--- src/rtl/mm_pkg.sv ---
// Shared types for the order gateway: sides, FSM states, latched order.
// Widths here are the defaults the gateway parameters are tied to.
package mm_pkg;

  localparam int POS_W = 16;
  localparam int GW_PRICE_W = 8;
  localparam int GW_QTY_W = 8;
  localparam int GW_ID_W = 4;

  typedef enum logic {
    SIDE_BUY  = 1'b0,
    SIDE_SELL = 1'b1
  } side_e;

  typedef enum logic [1:0] {
    ST_IDLE,
    ST_SEND,
    ST_WAIT_FILL,
    ST_COOLDOWN
  } gw_state_e;

  typedef struct packed {
    side_e                 side;
    logic [GW_PRICE_W-1:0] price;
    logic [GW_QTY_W-1:0]   qty;
    logic [GW_ID_W-1:0]    id;
  } order_t;

  function automatic logic [15:0] sat_inc16(input logic [15:0] v);
    return (v == 16'hFFFF) ? v : v + 16'd1;
  endfunction

endpackage

--- src/rtl/order_gateway_if.sv ---
// Order channel (valid/ready) toward the exchange adapter plus
// the fill report channel coming back from it.
interface order_gateway_if #(
  parameter int PRICE_W = 8,
  parameter int QTY_W = 8,
  parameter int ID_W = 4
);

  logic               ord_valid;
  logic               ord_ready;
  logic               ord_side;
  logic [PRICE_W-1:0] ord_price;
  logic [QTY_W-1:0]   ord_qty;
  logic [ID_W-1:0]    ord_id;
  logic               fill_valid;
  logic [ID_W-1:0]    fill_id;
  logic [QTY_W-1:0]   fill_qty;

  modport master (
    output ord_valid, ord_side, ord_price, ord_qty, ord_id,
    input  ord_ready, fill_valid, fill_id, fill_qty
  );

  modport slave (
    input  ord_valid, ord_side, ord_price, ord_qty, ord_id,
    output ord_ready, fill_valid, fill_id, fill_qty
  );

endinterface

--- src/rtl/order_timer.sv ---
// Loadable down-counter; done is high while the count sits at zero.
// Shared between the fill timeout and the cooldown interval.
module order_timer #(
  parameter int W = 6
) (
  input  logic         clk,
  input  logic         reset,
  input  logic         load,
  input  logic [W-1:0] load_val,
  output logic         done
);

  logic [W-1:0] count;

  // load wins; otherwise count down and park at zero
  always_ff @(posedge clk) begin
    if (reset)
      count <= '0;
    else if (load)
      count <= load_val;
    else if (count != '0)
      count <= count - 1'b1;
  end

  assign done = (count == '0);

endmodule

--- src/rtl/order_gateway.sv ---
// Order gateway: one outstanding order, fill/timeout tracking, position gating.
// Optional ORDER_GATEWAY_STATS_EN adds saturating sent/filled/timeout counters.
module order_gateway
  import mm_pkg::*;
#(
  parameter int PRICE_W = GW_PRICE_W,
  parameter int QTY_W = GW_QTY_W,
  parameter int ID_W = GW_ID_W,
  parameter int ORDER_QTY = 1,
  parameter int POS_LIMIT = 16,
  parameter int TIMEOUT_CYC = 64,
  parameter int COOLDOWN_CYC = 4
) (
  input  logic                    clk,
  input  logic                    reset,
  input  logic                    buy_order,
  input  logic                    sell_order,
  input  logic [PRICE_W-1:0]      bid_price,
  input  logic [PRICE_W-1:0]      ask_price,
  order_gateway_if.master         ord,
  output logic signed [POS_W-1:0] position,
  output logic                    busy,
  output logic                    timeout_err
`ifdef ORDER_GATEWAY_STATS_EN
  ,
  output logic [15:0]             stat_sent,
  output logic [15:0]             stat_filled,
  output logic [15:0]             stat_timeout
`endif
);

  localparam int TW = $clog2(
    (TIMEOUT_CYC > COOLDOWN_CYC) ? TIMEOUT_CYC : COOLDOWN_CYC);
  localparam logic [TW-1:0] TMO_LD = TW'(TIMEOUT_CYC - 1);
  localparam logic [TW-1:0] CD_LD = TW'(COOLDOWN_CYC - 1);
  localparam logic [QTY_W-1:0] OQ = QTY_W'(ORDER_QTY);
  localparam logic signed [POS_W+1:0] QTY_S = (POS_W+2)'(ORDER_QTY);
  localparam logic signed [POS_W+1:0] LIM_S = (POS_W+2)'(POS_LIMIT);

  gw_state_e state, state_nx;
  order_t    cur;
  logic [ID_W-1:0] next_id;

  logic signed [POS_W+1:0] pos_ext;
  logic buy_ok, sell_ok, req_buy, req_sell, accept;
  logic hs, fill_hit, tmo;
  logic tmr_load, tmr_done;
  logic [TW-1:0] tmr_val;
  logic [QTY_W-1:0] fq;
  logic [POS_W-1:0] fq_ext;

  assign pos_ext = {{2{position[POS_W-1]}}, position};
  assign buy_ok = (pos_ext + QTY_S) <= LIM_S;
  assign sell_ok = (pos_ext - QTY_S) >= -LIM_S;
  assign req_buy = buy_order && !sell_order && buy_ok;
  assign req_sell = sell_order && !buy_order && sell_ok;
  assign accept = (state == ST_IDLE) && (req_buy || req_sell);

  assign hs = (state == ST_SEND) && ord.ord_ready;
  assign fill_hit = (state == ST_WAIT_FILL) && ord.fill_valid
                    && (ord.fill_id == cur.id);
  assign tmo = (state == ST_WAIT_FILL) && tmr_done && !fill_hit;

  assign fq = (ord.fill_qty < OQ) ? ord.fill_qty : OQ;
  assign fq_ext = POS_W'(fq);

  assign tmr_load = hs || fill_hit || tmo;
  assign tmr_val = hs ? TMO_LD : CD_LD;

  order_timer #(.W(TW)) u_timer (
    .clk      (clk),
    .reset    (reset),
    .load     (tmr_load),
    .load_val (tmr_val),
    .done     (tmr_done)
  );

  // state register
  always_ff @(posedge clk) begin
    if (reset)
      state <= ST_IDLE;
    else
      state <= state_nx;
  end

  // next-state decode
  always_comb begin
    state_nx = state;
    unique case (state)
      ST_IDLE:      if (accept) state_nx = ST_SEND;
      ST_SEND:      if (hs) state_nx = ST_WAIT_FILL;
      ST_WAIT_FILL: if (fill_hit || tmo) state_nx = ST_COOLDOWN;
      ST_COOLDOWN:  if (tmr_done) state_nx = ST_IDLE;
      default:      state_nx = ST_IDLE;
    endcase
  end

  // state-decoded outputs
  always_comb begin
    ord.ord_valid = 1'b0;
    busy = 1'b1;
    unique case (state)
      ST_IDLE: busy = 1'b0;
      ST_SEND: ord.ord_valid = 1'b1;
      default: ;
    endcase
  end

  assign ord.ord_side = cur.side;
  assign ord.ord_price = cur.price;
  assign ord.ord_qty = cur.qty;
  assign ord.ord_id = cur.id;

  // order latch, id counter, position and timeout pulse
  always_ff @(posedge clk) begin
    if (reset) begin
      cur <= '0;
      next_id <= '0;
      position <= '0;
      timeout_err <= 1'b0;
    end else begin
      timeout_err <= tmo;
      if (accept) begin
        cur.side <= req_sell ? SIDE_SELL : SIDE_BUY;
        cur.price <= req_sell ? ask_price : bid_price;
        cur.qty <= OQ;
        cur.id <= next_id;
      end
      if (hs)
        next_id <= next_id + 1'b1;
      if (fill_hit) begin
        if (cur.side == SIDE_BUY)
          position <= position + fq_ext;
        else
          position <= position - fq_ext;
      end
    end
  end

`ifdef ORDER_GATEWAY_STATS_EN
  // saturating activity counters
  always_ff @(posedge clk) begin
    if (reset) begin
      stat_sent <= '0;
      stat_filled <= '0;
      stat_timeout <= '0;
    end else begin
      if (hs) stat_sent <= sat_inc16(stat_sent);
      if (fill_hit) stat_filled <= sat_inc16(stat_filled);
      if (tmo) stat_timeout <= sat_inc16(stat_timeout);
    end
  end
`endif

endmodule

--- src/flat_wrapper.sv ---
// flat-port wrapper written by rule: the top's interface ports become plain ports
module order_gateway_flat import mm_pkg::*;
#(
  parameter int PRICE_W = GW_PRICE_W,
  parameter int QTY_W = GW_QTY_W,
  parameter int ID_W = GW_ID_W,
  parameter int ORDER_QTY = 1,
  parameter int POS_LIMIT = 16,
  parameter int TIMEOUT_CYC = 64,
  parameter int COOLDOWN_CYC = 4
)
  (clk, reset, buy_order, sell_order, bid_price, ask_price, position, busy, timeout_err, ord_ord_valid, ord_ord_side, ord_ord_price, ord_ord_qty, ord_ord_id, ord_ord_ready, ord_fill_valid, ord_fill_id, ord_fill_qty);
  order_gateway_if #(.PRICE_W(PRICE_W), .QTY_W(QTY_W), .ID_W(ID_W)) ord_i ();
  input  logic clk;
  input  logic reset;
  input  logic buy_order;
  input  logic sell_order;
  input  logic [PRICE_W-1:0] bid_price;
  input  logic [PRICE_W-1:0] ask_price;
  output logic signed [POS_W-1:0] position;
  output logic busy;
  output logic timeout_err;
  output wire logic [$bits(ord_i.ord_valid)-1:0] ord_ord_valid;
  output wire logic [$bits(ord_i.ord_side)-1:0] ord_ord_side;
  output wire logic [$bits(ord_i.ord_price)-1:0] ord_ord_price;
  output wire logic [$bits(ord_i.ord_qty)-1:0] ord_ord_qty;
  output wire logic [$bits(ord_i.ord_id)-1:0] ord_ord_id;
  input wire logic [$bits(ord_i.ord_ready)-1:0] ord_ord_ready;
  input wire logic [$bits(ord_i.fill_valid)-1:0] ord_fill_valid;
  input wire logic [$bits(ord_i.fill_id)-1:0] ord_fill_id;
  input wire logic [$bits(ord_i.fill_qty)-1:0] ord_fill_qty;
  assign ord_ord_valid = ord_i.ord_valid;
  assign ord_ord_side = ord_i.ord_side;
  assign ord_ord_price = ord_i.ord_price;
  assign ord_ord_qty = ord_i.ord_qty;
  assign ord_ord_id = ord_i.ord_id;
  assign ord_i.ord_ready = ord_ord_ready;
  assign ord_i.fill_valid = ord_fill_valid;
  assign ord_i.fill_id = ord_fill_id;
  assign ord_i.fill_qty = ord_fill_qty;
  order_gateway #(.PRICE_W(PRICE_W), .QTY_W(QTY_W), .ID_W(ID_W), .ORDER_QTY(ORDER_QTY), .POS_LIMIT(POS_LIMIT), .TIMEOUT_CYC(TIMEOUT_CYC), .COOLDOWN_CYC(COOLDOWN_CYC)) u_core (.clk(clk), .reset(reset), .buy_order(buy_order), .sell_order(sell_order), .bid_price(bid_price), .ask_price(ask_price), .ord(ord_i), .position(position), .busy(busy), .timeout_err(timeout_err));
endmodule
--- config.mk ---
export PLATFORM = sky130hd
export DESIGN_NAME = order_gateway_flat
export DESIGN_NICKNAME = d
export VERILOG_FILES = /design/src/rtl/mm_pkg.sv /design/src/rtl/order_gateway_if.sv /design/src/rtl/order_timer.sv /design/src/rtl/order_gateway.sv /design/src/flat_wrapper.sv
export SDC_FILE = /design/constraint.sdc
export NUM_CORES = 1
export LEC_CHECK = 0
export CAP_MARGIN = 20
export CORE_MARGIN = 5
export CORE_UTILIZATION = 53
export DETAILED_ROUTE_END_ITERATION = 10
export GPL_TIMING_DRIVEN = 0
export PLACE_DENSITY = 0.86
export SLEW_MARGIN = 20
export SYNTH_ARGS = -nofsm -noshare
export SYNTH_HDL_FRONTEND = slang
export SYNTH_SLANG_ARGS = --single-unit
--- constraint.sdc ---
create_clock -name clk -period 4.5 [get_ports clk]
set_clock_uncertainty 0.2 [all_clocks]
set_input_delay 0.45 -clock clk [delete_from_list [all_inputs] [get_ports clk]]
set_output_delay 0.45 -clock clk [all_outputs]
set_load 0.02 [all_outputs]
# --- After elaboration in Yosys (flattened, before gate mapping) ---
# Cells that the tools add are included.
totals:
  reg_bits: 43
  inputBits: 34
  wordCells: 62
op_classes:
  addsub: 6
  magnitude_cmp: 3
  eq_ne: 8
  mux: 14
  n_reduce_logical: 22
ops:
  columns: ["operator", "n"]
  rows:
  - ["greater-or-equal comparator 18 x 5 -> 1 bit (second input constant)", 1]
  - ["less-or-equal comparator 18 x 6 -> 1 bit (second input constant)", 1]
  - ["2-to-1 mux 6 bit", 3]
  - ["adder 16 x 2 -> 17 bit (second input constant)", 1]
  - ["subtractor 16 x 2 -> 17 bit (second input constant)", 1]
  - ["adder 16 x 8 -> 16 bit", 1]
  - ["2-to-1 mux 16 bit", 1]
  - ["2-to-1 mux 8 bit", 2]
  - ["subtractor 16 x 8 -> 16 bit", 1]
  - ["logical AND 1 bit", 10]
  - ["< comparator 8 x 1 -> 1 bit (second input constant)", 1]
  - ["2-to-1 mux 2 bit", 4]
  - ["case mux 2 bit (4 select lines)", 1]
  - ["logical NOT 6 bit", 1]
  - ["!= test 2 x 1 -> 1 bit (second input constant)", 3]
  - ["nonzero test 6 bit", 1]
  - ["subtractor 6 x 1 -> 6 bit (second input constant)", 1]
  - ["adder 4 x 1 -> 4 bit (second input constant)", 1]
  - ["== test 2 bit (second input constant)", 2]
  - ["== test 4 bit", 1]
  - ["logical OR 1 bit", 4]
  - ["AND reduction 4 bit", 1]
  - ["logical NOT 1 bit", 3]
  - ["2-to-1 mux 1 bit", 3]
  - ["other kinds (4)", 4]

# --- Depth between registers and ports, before layout ---
# Gate-level depths: netlist (run 1).
depth:
  depth_word: 8
  mapped_depth: 12
  ltp_nobuf: 12

# --- Hierarchy ---
# A second synthesis (run 1) with hierarchy kept.
unflattened:
  cells_unflattened: 360
  hier_area_um2: 3079.2
modules_own_cells:
  columns: ["module", "instances", "cells_per_inst", "area_per_inst_um2", "seq_area_each_um2"]
  rows:
  - ["order_gateway", 1, 314, 2683.8, 740.7]
  - ["order_timer", 1, 46, 395.4, 120.1]

# --- Worst setup path after synthesis (run 1) ---
# OpenSTA, ideal clock, no wires.
synth_path:
  path_kind: "in2reg"
  from: "input ord_fill_qty[6]"
  to: "register u_core.position[14]"
  setup_ps: 140
  arrival_time_ps: 2697
  slack_ps: 1463
  path_stages: 12
  path_buffers: 0
  cell_sequence: "nor4_1 > nand2_1 > inv_1 > ha_1 > or2_2 > ha_1 > a21o_1 > a221oi_2 > o21ai_1 > a41oi_1 > or4_1 > a31oi_1"
synth_between:
  elab_chain_len: 4
  word_cells_on_any_way: 5
  classes_between: "2 x add/sub; 1 x order compare; 2 x mux"
synth_rtl:
  columns: ["element", "line", "rtl"]
  rows:
  - ["start: declaration", "flat_wrapper.sv:31", "input wire logic [$bits(ord_i.fill_qty)-1:0] ord_fill_qty;"]
  - ["< comparator 8 x 1 -> 1 bit", "order_gateway.sv:64", "assign fq = (ord.fill_qty < OQ) ? ord.fill_qty : OQ;"]
  - ["2-to-1 mux 8 bit *", "order_gateway.sv:64", null]
  - ["adder 16 x 8 -> 16 bit / subtractor 16 x 8 -> 16 bit (equally long branches)", "order_gateway.sv:133, order_gateway.sv:135", null]
  - ["2-to-1 mux 16 bit *", "order_gateway.sv:132", "if (cur.side == SIDE_BUY)"]
  - ["end signal: assignment", "order_gateway.sv:133", "position <= position + fq_ext;"]
  - ["end signal: assignment", "order_gateway.sv:135", "position <= position - fq_ext;"]
  - ["end: declaration", "order_gateway.sv:21", "output logic signed [POS_W-1:0] position,"]
# Every way passes the cells marked *; elsewhere a longest branch is shown, timed or not.
# A chain may end at the register's enable or synchronous reset.

# --- Final worst setup path (run 1) ---
layout_path:
  from: "input ord_fill_qty[7]"
  to: "register u_core.position[12]"
# Same word-level chain as after synthesis.

==> results of run 1 <==
-- critical path: cells and delay by family --
family | cells | cell delay (ns)
AOI/OAI and AO/OA | 5 | 1.27
xor gates and xnor gates | 1 | 0.19
adders and majority gates | 2 | 0.55
buffers and inverters | 2 | 0.51
and+or+nand+nor | 3 | 0.71
-- how the worst max path moves through the flow --
stage                     cells past startpoint                          endpoint  slack (ns)       startpoint
final                                        13  u_core.position[12]$_SDFFE_PP0P_        0.80  ord_fill_qty[7]
after global routing                         13  u_core.position[12]$_SDFFE_PP0P_        0.62  ord_fill_qty[7]
after CTS                                    13  u_core.position[12]$_SDFFE_PP0P_        0.84  ord_fill_qty[7]
after detailed placement                     13  u_core.position[14]$_SDFFE_PP0P_        0.51  ord_fill_qty[7]
after global placement                       13  u_core.position[14]$_SDFFE_PP0P_        0.57  ord_fill_qty[6]
after floorplan                              12  u_core.position[14]$_SDFFE_PP0P_        1.46  ord_fill_qty[6]
-- state kept, by name, summed over array words and instances (netlist names) --
signal / flops
u_core.ord.ord_price: 8
u_core.state: 2
u_core.u_timer.count: 6
u_core.next_id: 4
u_core.position: 16
u_core.ord.ord_id: 4
u_core.timeout_err: 1
u_core.ord.ord_qty: 1
u_core.ord.ord_side: 1
-- final cells by class --
cell class | instances | area share (%)
Inverter | 19 | 1.884
Buffer | 20 | 2.909
Multi-Input combinational cell | 278 | 49.92
Timing Repair Buffer | 66 | 17.45
Tap cell | 72 | 2.380
Clock buffer | 6 | 1.917
Sequential cell | 43 | 22.74
Clock inverter | 1 | 0.7934
-- cell families (layout without fill, tap and decap cells) --
group | Yosys count | in the layout | share of synthesized area (%)
AND/OR/NAND/NOR | 133 | 133 | 22.52
AO/OA/AOI/OAI | 73 | 73 | 17.87
flip-flops | 43 | 43 | 29.63
buffers and inverters | 39 | 112 | 6.244
adder cells (fa/ha/maj) | 26 | 26 | 11.46
multiplexers | 20 | 20 | 6.891
XOR/XNOR | 17 | 17 | 5.125
other | 2 | 9 | 0.2585
-- per-stage QoR --
stage                     area (um^2)  power [mW]  util [%]
final                            3785       1.411     70.02
after global routing             3785       1.503     70.02
after CTS                        3785       1.414     70.02
after detailed placement         3682       1.120     68.13
after global placement           3682       1.093     68.13
after floorplan                  2932      0.9288         -
-- cell usage after synthesis (all sizes together), types with 8 or more instances --
master | count | area share (%)
nand3 | 19 | 3.3
a211oi | 10 | 4.0
nand2 | 26 | 3.4
a21oi | 27 | 4.8
dfxtp | 43 | 30
mux2i | 20 | 6.9
xnor2 | 10 | 3.0
o21ai | 13 | 2.2
ha | 25 | 11
nor2 | 39 | 5.0
clkbuf | 8 | 1.0
buf | 12 | 2.8
inv | 19 | 2.5
nand2b | 10 | 2.2
-- layout by cell type (no fill, tap or decap), types with 3 or more instances in the layout --
| cell type | synthesis | layout |
|---|---|---|
| clkdlybuf4s50_1 | 0 | 66 |
| dfxtp_1 | 43 | 43 |
| nor2_1 | 39 | 39 |
| nand2_1 | 26 | 26 |
| a21oi_1 | 26 | 26 |
| ha_1 | 25 | 25 |
| mux2i_1 | 20 | 20 |
| nand3_1 | 19 | 19 |
| inv_1 | 19 | 19 |
| o21ai_0 | 12 | 12 |
| nand2b_1 | 10 | 10 |
| xnor2_1 | 10 | 10 |
| clkbuf_1 | 8 | 9 |
| buf_4 | 9 | 9 |
| conb_1 | 2 | 9 |
| a211oi_2 | 8 | 8 |
| nor4_1 | 7 | 7 |
| or2_2 | 7 | 7 |
| xor2_1 | 7 | 7 |
| nor3_1 | 6 | 6 |
| a31oi_1 | 6 | 6 |
| o211ai_1 | 5 | 5 |
| clkbuf_8 | 0 | 5 |
| nand4_1 | 4 | 4 |
| a21o_1 | 3 | 3 |
-- power by group --
group	switching [mW]	total, mW	internal, mW
combinational	0.341	0.627	0.285
sequential	0.0473	0.489	0.441
clock	0.133	0.296	0.163
-- layer usage --
metal,part of all wire [%],vias to the layer above,global-route usage (%)
li1,-,1401,-
met1,41,1319,24.54
met2,50,103,38.38
met3,6.9,15,5.035
met4,2.4,0,8.041
met5,0,-,0
==> results by group, run 1 <==
Power
  • Max IR drop VDD: 171.0 uV
  • Lkg Pwr: 1.617 nW
  • Pwr dens: 372.8 nW/um^2

STA
  • Endpoints failing hold: 0
  • Period minus WS final: 3.700 ns
  • Final period utilization: 82.22%
  • Worst Tran Pin Value: 0.6163 ns
  • RSZ-0062 raised after global routing: false
  • Worst hold margin: 0.2958 ns
  • Setup TNS: 0 ns
  • Final Worst Setup Slack: 0.8000 ns
  • Slew headroom: 58.91%
  • Fmax: 270.3 MHz
  • Slew Viols, Final: 0
  • Final setup viols: 0

Yosys
  • Async set-reset flop share out of synthesis: 0%
  • Syn Inst Count: 353
  • Post-synthesis sequential area ratio: 29.63%
  • Synthesized area per cell: 8.230 um^2
  • Seq cells post-synth: 43
  • Ys flop type: dfxtp_1
  • Synth cell types: 47
  • Post-Syn Area: 2905 um^2
  • Post-synth EDFFs: 0
  • Syn. warnings: 0

Cells and area
  • Fill cells: 458
  • Final nets: 493
  • ANT cells: 0
  • Final std cells w/o fill: 505
  • Share of cells above drive strength 1: 7.852%
  • Register Area: 860.8 um^2
  • Synth-to-Final Area Change: 30.28%
  • Multi-input gate area in the final layout: 1889 um^2

Critical path
  • Max stage delay on crit path: 0.40 ns
  • R2r setup slk: 1.38 ns
  • Setup crit end kind: register
  • Startpoint Class: primary input
  • WS Path Type: in2reg
  • CP max-delay cell: clkdlybuf4s50_1
  • Reg-to-Reg End: u_core.position[12]$_SDFFE_PP0P_
  • R2R depth: 9
  • CP Cell Sequence: clkdlybuf4s50_1, nor4_1, nand2_1, inv_1, ha_1, or2_2, ha_1, a21o_1, a221oi_2, o21ai_1, a41oi_1, xor2_1, o21ai_0
  • CP required: 4.49 ns
  • Most used cell, CP: ha_1
  • Worst path arrival time: 3.69 ns
  • Worst flop-to-flop path startpoint: u_core.ord.ord_side$_SDFFE_PP0P_
  • Worst-path maximum fanout: 8

Placed design
  • Placed Cells: 498
  • Post-Place Setup Slack: 0.5146 ns
  • I/O Buffers: 66
  • Final Wtd Congestion: 0.9038
  • Post-DP HPWL: 5790 um

Worst hold path
  • WHS Endpoint: u_core.next_id[3]$_SDFFE_PP0P_
  • Worst min-delay path category: reg2reg
  • WHS Path Cells: 2
  • Hold Startpoint: u_core.next_id[3]$_SDFFE_PP0P_

Clock network
  • CTS tree: yes
  • CTS buffer count: 5
  • CTS HTree Levels: 2
  • Clock Latency Late Sink: 0.30 ns
  • CTS root buffer: clkbuf_8
  • Clock Pin Slew Worst Setup and Hold Paths: 0.08 ns
  • # hold bufs at CTS: 0
  • # resized after CTS: 0
  • Post-CTS setup buffers: 0
  • # clock sinks: 43
  • Clock Path Buffers: 2

Detailed routing
  • Antenna Nets Post-Route: 0
  • Drt initial violations: 120
  • Via Count: 2838
  • Post-Route WL: 7458 um
  • WL per Instance: 14.77 um
  • # DRC: 0
  • Vias per cell: 5.620
  • First-pass DRT Iterations: 4

Flow run
  • Reported max-cap violation count: 0

Die
  • Die width: 84.04 um
  • Initial Utilization: 53.75%
  • I/O Pins: 74
  • Core area: 5405 um^2
  • Die Ht: 84.04 um
  • # rows: 27
  • Die area: 7063 um^2

GRT
  • Initial antenna violation count: 0
  • Total gr overflow: 0
  • First-pass GRT wire length: 12520 um
  • Gr usage total: 21.47%
  • Largest net degree at the start of global routing: 13
  • Vias in the first global route: 2781

Run status
  • Status: finished, final reports clean
Power figures use the tool's default switching activity.
==> run 2, diff against run 1 <==
Settings changed: CORE_UTILIZATION 53 to 50, PLACE_DENSITY 0.86 to 0.81.
Clock period 4.5 ns to 3.9 ns, I/O delays scaled along.
==> results by group, run 2 (synthesis results as in run 1) <==
Placed design
  • Placed Cells: 498
  • Post-DP HPWL: 5753 um
  • Final Wtd Congestion: 0.9721
  • I/O Buffers: 66

Clock network
  • Clock Latency Late Sink: 0.29 ns
  • # resized after CTS: 0
  • CTS HTree Levels: 2
  • Post-CTS setup buffers: 0
  • CTS tree: yes
  • CTS root buffer: clkbuf_8
  • # hold bufs at CTS: 0
  • Clock Path Buffers: 2
  • Clock Pin Slew Worst Setup and Hold Paths: 0.08 ns
  • CTS buffer count: 5
  • # clock sinks: 43

Critical path
  • Max stage delay on crit path: 0.46 ns
  • CP required: 3.86 ns
  • Setup crit end kind: register
  • CP Cell Sequence: clkdlybuf4s50_1, nor4_1, nand2_1, inv_1, ha_1, or2_2, ha_1, a21o_1, a221oi_2, o21ai_1, a41oi_1, xor2_1, o21ai_0
  • Startpoint Class: primary input
  • CP max-delay cell: clkdlybuf4s50_1
  • CP delay by family, top: compound AO/OA/AOI/OAI gates
  • Most used cell, CP: ha_1
  • WS Path Type: in2reg
  • Worst-path maximum fanout: 8
  • CP startpoint: ord_fill_qty[5]
  • CP bufs+invs: 2
  • Worst path arrival time: 3.59 ns
  • Worst flop-to-flop path startpoint: u_core.ord.ord_side$_SDFFE_PP0P_

Detailed routing
  • Post-Route WL: 7498 um
  • # DRC: 0
  • First-pass DRT Iterations: 4
  • Drt initial violations: 101
  • Via Count: 2825
  • Antenna Nets Post-Route: 0
  • Vias per cell: 5.594
  • WL per Instance: 14.85 um

Cells and area
  • Most frequent cells in the layout: clkdlybuf4s50_1 (66), dfxtp_1 (43), nor2_1 (39), nand2_1 (26), a21oi_1 (26)
  • Synth-to-Final Area Change: 30.28%
  • Max FFs per register: 16
  • Commonest non-fill, non-tap cell in the layout: clkdlybuf4s50_1
  • Biggest register: u_core.position
  • Share of cells above drive strength 1: 7.852%
  • Final std cells w/o fill: 505
  • ANT cells: 0
  • Final nets: 493

STA
  • Slew headroom: 57.47%
  • Endpoints failing hold: 0
  • Period minus WS final: 3.629 ns
  • Worst Tran Pin Value: 0.6380 ns
  • Slew Viols, Final: 0
  • Final setup viols: 0
  • Worst hold margin: 0.2754 ns
  • Fmax: 275.5 MHz
  • Final period utilization: 93.06%
  • RSZ-0062 raised after global routing: false

Die
  • Core area: 5574 um^2
  • Initial Utilization: 52.12%
  • Die Ht: 86.23 um
  • # rows: 27
  • Die width: 86.23 um
  • I/O Pins: 74
  • Die area: 7435 um^2

GRT
  • Initial antenna violation count: 0
  • Gr usage total: 20.57%
  • First-pass GRT wire length: 12390 um
  • Largest net degree at the start of global routing: 13
  • Total gr overflow: 0
  • Vias in the first global route: 2716

Worst hold path
  • Hold Startpoint: u_core.ord.ord_qty[0]$_SDFFE_PP0P_
  • Worst min-delay path category: reg2reg

Power
  • Max IR drop VDD: 244.7 uV
  • Power Total: 1.615 mW
  • Lkg Pwr: 1.617 nW
  • Pwr dens: 426.8 nW/um^2

Run status
  • Status: finished, final reports clean

Flow run
  • Reported max-cap violation count: 0
==> run 2: worst paths after layout <==
kind	endpoint	slack, ns	depth (start not counted)
worst max register to register	u_core.position[12]$_SDFFE_PP0P_	0.79	9
worst min register to register	u_core.ord.ord_qty[0]$_SDFFE_PP0P_	0.28	2
worst min-delay path	u_core.ord.ord_qty[0]$_SDFFE_PP0P_	0.28	2
worst max-delay path	u_core.position[12]$_SDFFE_PP0P_	0.27	13
==> run 2: power by group <==
group	switching (mW)	internal (mW)	leakage, nW
combinational	0.391	0.329	1.21
clock	0.146	0.188	0.0513
sequential	0.0535	0.509	0.351
total	0.590	1.03	1.62
==> run 2: worst register-to-register path: stages, from the launching register on <==
cell and delay (ns):
dfxtp_1 0.41, clkbuf_1 0.24, or2_2 0.34, ha_1 0.34, a21o_1 0.22, a221oi_2 0.37
o21ai_1 0.17, a41oi_1 0.42, xor2_1 0.17, o21ai_0 0.10
==> run 2: layout make-up <==
class | count | area, um^2
Multi-Input combinational cell | 278 | 1889
Fill cell | 474 | 1789
Sequential cell | 43 | 860.8
Timing Repair Buffer | 66 | 660.6
Buffer | 20 | 110.1
Tap cell | 72 | 90.09
Clock buffer | 6 | 72.57
Inverter | 19 | 71.32
Clock inverter | 1 | 30.03
==> run 2: routing by layer <==
metal / global-route usage, % / share of wire, %
met2: 36.44 / 49
met4: 6.941 / 1.2
met5: 0 / 0
met1: 24.80 / 43
met3: 4.087 / 6.8
==> run 2: stage by stage <==
stage	utilization, %	area [um^2]	worst slack [ns]	setup TNS, ns
after floorplan	-	2932	0.9234	0
after global placement	66.06	3682	0.05895	0
after detailed placement	66.06	3682	-0.04296	-0.05125
after CTS	67.90	3785	0.2670	0
after global routing	67.90	3785	0.05191	0
final	67.90	3785	0.2705	0
==> run 3, diff against run 2 <==
Settings changed: SLEW_MARGIN 20 to not set.
==> results of run 3 <==
Final layout, timing and power as in run 2 (identical DEF).
